$ cat src/rtl/display_mux.sv
// display_mux: time-multiplexed, double-buffered hex driver for N_DIG common-cathode 7-segment digits.
module display_mux #(
    parameter int N_DIG   = 4,
    parameter int CLK_DIV = 50000
) (
    input  logic                       clk,
    input  logic                       rst_n,
    input  logic                       en,
    input  logic                       load,
    input  logic [4*N_DIG-1:0]         data,
    input  logic [N_DIG-1:0]           dp,
    input  logic                       blank_lz,
    output logic [6:0]                 seg,
    output logic                       dp_out,
    output logic [N_DIG-1:0]           an,
    output logic [$clog2(N_DIG)-1:0]   digit_idx,
    output logic                       frame_done
);
    localparam int PW = $clog2(CLK_DIV);
    localparam int IW = $clog2(N_DIG);
    logic [PW-1:0]      r_presc;
    logic [4*N_DIG-1:0] r_pend, r_disp;
    logic [N_DIG-1:0]   r_pend_dp, r_disp_dp;
    logic               w_tick, w_wrap, w_blank;
    logic [IW-1:0]      w_next_idx;
    logic [4*N_DIG-1:0] w_disp_n;
    logic [N_DIG-1:0]   w_dp_n, w_lz;
    logic [3:0]         w_nib;

    function automatic logic [6:0] hex7(input logic [3:0] h);
        case (h)
            4'h0: hex7 = 7'h7E;
            4'h1: hex7 = 7'h30;
            4'h2: hex7 = 7'h6D;
            4'h3: hex7 = 7'h79;
            4'h4: hex7 = 7'h33;
            4'h5: hex7 = 7'h5B;
            4'h6: hex7 = 7'h5F;
            4'h7: hex7 = 7'h70;
            4'h8: hex7 = 7'h7F;
            4'h9: hex7 = 7'h7B;
            4'hA: hex7 = 7'h77;
            4'hB: hex7 = 7'h1F;
            4'hC: hex7 = 7'h4E;
            4'hD: hex7 = 7'h3D;
            4'hE: hex7 = 7'h4F;
            default: hex7 = 7'h47;
        endcase
    endfunction

    assign w_tick     = en && r_presc == PW'(CLK_DIV - 1);
    assign w_wrap     = w_tick && digit_idx == IW'(N_DIG - 1);
    assign w_next_idx = w_wrap ? '0 : digit_idx + IW'(1);
    assign frame_done = w_wrap;
    // The new frame's digit 0 is decoded from the buffer being swapped in, including a same-cycle load.
    assign w_disp_n   = w_wrap ? (load ? data : r_pend) : r_disp;
    assign w_dp_n     = w_wrap ? (load ? dp : r_pend_dp) : r_disp_dp;
    assign w_nib      = w_disp_n[4*w_next_idx +: 4];
    assign w_blank    = blank_lz && w_next_idx != '0 && w_lz[w_next_idx];

    // w_lz[k]: every nibble from the top down to k is zero.
    always_comb begin
        logic z;
        z = 1'b1;
        w_lz = '0;
        for (int k = N_DIG - 1; k >= 0; k--) begin
            z = z && w_disp_n[4*k +: 4] == 4'd0;
            w_lz[k] = z;
        end
    end

    always_ff @(posedge clk or negedge rst_n) begin
        if (!rst_n) begin
            r_presc   <= '0;
            digit_idx <= IW'(N_DIG - 1);
            r_pend    <= '0;
            r_pend_dp <= '0;
            r_disp    <= '0;
            r_disp_dp <= '0;
            seg       <= '0;
            dp_out    <= 1'b0;
            an        <= '0;
        end else begin
            if (load) begin
                r_pend    <= data;
                r_pend_dp <= dp;
            end
            if (w_wrap) begin
                r_disp    <= w_disp_n;
                r_disp_dp <= w_dp_n;
            end
            if (en)
                r_presc <= w_tick ? '0 : r_presc + PW'(1);
            if (!en) begin
                an     <= '0;
                seg    <= '0;
                dp_out <= 1'b0;
            end else if (w_tick) begin
                digit_idx <= w_next_idx;
                an        <= N_DIG'(1) << w_next_idx;
                seg       <= w_blank ? 7'h00 : hex7(w_nib);
                dp_out    <= w_dp_n[w_next_idx];
            end
        end
    end
endmodule

$ cat config.mk
export PLATFORM = sky130hd
export DESIGN_NAME = display_mux
export DESIGN_NICKNAME = d
export VERILOG_FILES = /design/src/rtl/display_mux.sv
export SDC_FILE = /design/constraint.sdc
export NUM_CORES = 1
export LEC_CHECK = 0
export CELL_PAD_IN_SITES_DETAIL_PLACEMENT = 1
export CELL_PAD_IN_SITES_GLOBAL_PLACEMENT = 1
export CORE_MARGIN = 4
export CORE_UTILIZATION = 48
export CTS_CLUSTER_DIAMETER = 150
export DETAILED_ROUTE_END_ITERATION = 6
export PLACE_DENSITY = 0.86
export SYNTH_ARGS = -nofsm -noshare
export SYNTH_HDL_FRONTEND = slang
export SYNTH_SLANG_ARGS = --single-unit
$ cat constraint.sdc
create_clock -name clk -period 8.4 [get_ports clk]
set_input_delay 2.1 -clock clk [delete_from_list [all_inputs] [get_ports clk]]
set_output_delay 2.1 -clock clk [all_outputs]
set_load 0.1 [all_outputs]
==> key figures <==
Synth
  • Syn Nets: 381
  • Yosys top cell by area: dfrtp_1
  • Register area share after synthesis: 0.473
  • Ys flop type: dfrtp_1
  • Cell count after synthesis: 344
  • Cell Area, Synth: 0.00371 mm2
  • Syn avg cell area: 10.8 um2
  • Commonest cells post-synth: 68 x dfrtp_1, 31 x nand2_1, 26 x nor2_1
  • Asr flop ratio synth: 1.00
  • Top cell type's share of synthesized area: 0.459
  • Ys Warns: 0
  • Top cells by area, synth: dfrtp_1 46%, mux2_2 7.0%, ha_1 4.1%, mux2i_1 3.8%, nand2_1 3.1%
  • Synth Register Bits: 70
  • Most instantiated library cell after synthesis: dfrtp_1
  • Cell variety after synth: 64
  • Post-synth EDFFs: 0

Global route
  • Initial antenna violation count: 0
  • Met2 global-route usage: 0.411
  • First-pass GRT wire length: 16.4 mm
  • Number of global-route vias before repair: 3145
  • Largest net degree at the start of global routing: 71
  • Grt met1 use: 0.293
  • Met3 Resource Use GR: 0.0399
  • GRT Residual Overflow: 0
  • Tot GR Track Use: 0.234
  • GRT busiest layer: met2

Critical path
  • FF-to-FF path depth: 13
  • Startpoint Class: primary input
  • Critical path class: in -> out
  • CP max FO: 23
  • Critical R2R Capture: seg[3]$_DFFE_PN0P_
  • Flop2flop setup slack: 4500 ps
  • Kind of end point of the critical path: output pin
  • Worst EP required: 6300 ps
  • Critical Path AT: 5020 ps
  • FF-to-FF Start: digit_idx[0]$_DFFE_PN1P_

STA
  • Final setup fails: 0
  • Max Fclk: 140 MHz
  • Setup TNS: 0 ps
  • Slew margin rel.: 0.334
  • Fin. Hold Viols: 0
  • RSZ-0062 raised after global routing: false
  • Clock Skew: 12.7 ps
  • Slew Limit Fails: 0
  • Worst-Margin Slew: 996 ps
  • Tmin final: 7120 ps
  • Fin crit share: 0.848

Power
  • Pleak: 1.96 nW
  • Pwr dens: 167 mW/mm2
  • Peak supply drop: 0.103 mV

Die
  • Die Y: 95.9 um
  • Num rows: 31
  • Core ar.: 0.00737 mm2
  • Die area: 0.00919 mm2
  • Die Wd: 95.9 um
  • Initial Util: 0.503
  • Num ports: 40

Clock tree
  • Clk sinks: 70
  • Post_cts resized: 0
  • Clk buf depth: 2
  • TritonCTS clock tree: done
  • Hold_buf cts: 0
  • H-Tree Depth: 3
  • Post-CTS setup buffers: 0
  • Clk root buf: clkbuf_8
  • Clock Pin Slew Worst Setup and Hold Paths: 80 ps
  • TritonCTS buffer count: 9
  • Worst-Skew Late Latency: 350 ps

Outcome
  • Outcome: finished clean

Placement
  • Routability congestion estimate: 0.854
  • Placed cell area: 0.00416 mm2
  • Port buffer count: 39
  • Hpwl dp: 6.73 mm

Layout
  • Area occupied by registers: 0.00175 mm2
  • Nets: 420
  • N_diodes: 0
  • Multi-input combinational cell area: 0.00181 mm2
  • Layout Cell Area excl Fill: 0.00435 mm2
  • # fillers: 809
  • Area delta synth->final: 17.5%
  • Final Util: 0.591
  • Share of cells above drive strength 1: 0.160

Detailed routing
  • DR pass1 iterations: 4
  • Initial drt markers: 118
  • Vias per inst: 5.89
  • DRC: 0
  • Vias: 2862
  • DR WL/cell: 19.9 um
  • Final ANT Viol Nets: 0
  • Final wirelength: 9.67 mm

Job
  • Max cap viols: 0

Worst hold path
  • Hold Path Class: reg -> reg
  • Hold endpoint: seg[5]$_DFFE_PN0P_
  • HP Start: seg[5]$_DFFE_PN0P_
  • Worst hold path depth: 2
==> cells by family after synthesis <==
logic type / after synthesis / synth area share
AOI/OAI and AO/OA: 70 / 0.133
xor gates and xnor gates: 13 / 0.0307
adders and majority gates: 12 / 0.0405
buffers and inverters: 32 / 0.0395
DFF: 70 / 0.473
muxes: 40 / 0.126
and+or+nand+nor: 107 / 0.157
==> sequential cells by signal (all words and copies together), names as in the netlist <==
name,count
seg,7
an,4
r_pend_dp,4
r_disp,16
r_disp_dp,4
digit_idx,2
r_presc,16
r_pend,16
dp_out,1
==> critical path: stages <==
cell and delay (ps):
clkdlybuf4s50_1 610, and4_4 290, and4_4 280, nand2_4 110, inv_2 400, clkdlybuf4s50_1 1230
==> area by class of cell <==
type                       instances  area share
clock inverter                     5      0.0138
clock buffer                      10      0.0316
multi-input combinational        242       0.415
inverter                          19      0.0164
timing repair buffer              41      0.0920
tap                               99      0.0285
sequential                        70       0.403
==> cell usage in the layout, fill, tap and decap left out, drive strengths merged, types with 6 or more instances in the layout <==
| cell type | count |
|---|---|
| ha | 12 |
| and3 | 7 |
| clkdlybuf4s50 | 38 |
| mux2 | 23 |
| a21oi | 14 |
| mux2i | 14 |
| xor2 | 8 |
| nand2 | 32 |
| nand3 | 13 |
| clkbuf | 10 |
| inv | 18 |
| dfrtp | 68 |
| nor2 | 26 |
| nor3 | 6 |
| o21ai | 23 |
==> per-stage QoR <==
| stage | instances | total power, W | setup slack, ps | hold slack (ps) |
|---|---|---|---|---|
| after floorplan | 344 | 0.000417 | 2840 | 460 |
| after detailed placement | 471 | 0.000453 | 1320 | 481 |
| final | 486 | 0.000725 | 1280 | 489 |
| after global routing | 486 | 0.000754 | 1170 | 519 |
| after global placement | 471 | 0.000446 | 1360 | 467 |
| after CTS | 486 | 0.000730 | 1290 | 499 |
==> power by group <==
part           switching [W]  internal (W)
Sequential         0.0000233      0.000358
Clock               0.000133      0.000144
Combinational      0.0000359     0.0000304
==> layer usage <==
| layer | wire length (um) | vias to the layer above |
|---|---|---|
| li1 | - | 1310 |
| met3 | 333 | 8 |
| met2 | 5030 | 64 |
| met4 | 86 | 0 |
| met5 | 0 | - |
| met1 | 4220 | 1480 |
==> how the worst max path moves through the flow <==
stage               slack (ps)         end  from
global route              1170  frame_done    en
floorplan                 2840  frame_done    en
finish                    1280  frame_done    en
detailed placement        1320  frame_done    en
global placement          1360  frame_done    en
CTS                       1290  frame_done    en
No activity file was read; power rests on OpenSTA's default activity.
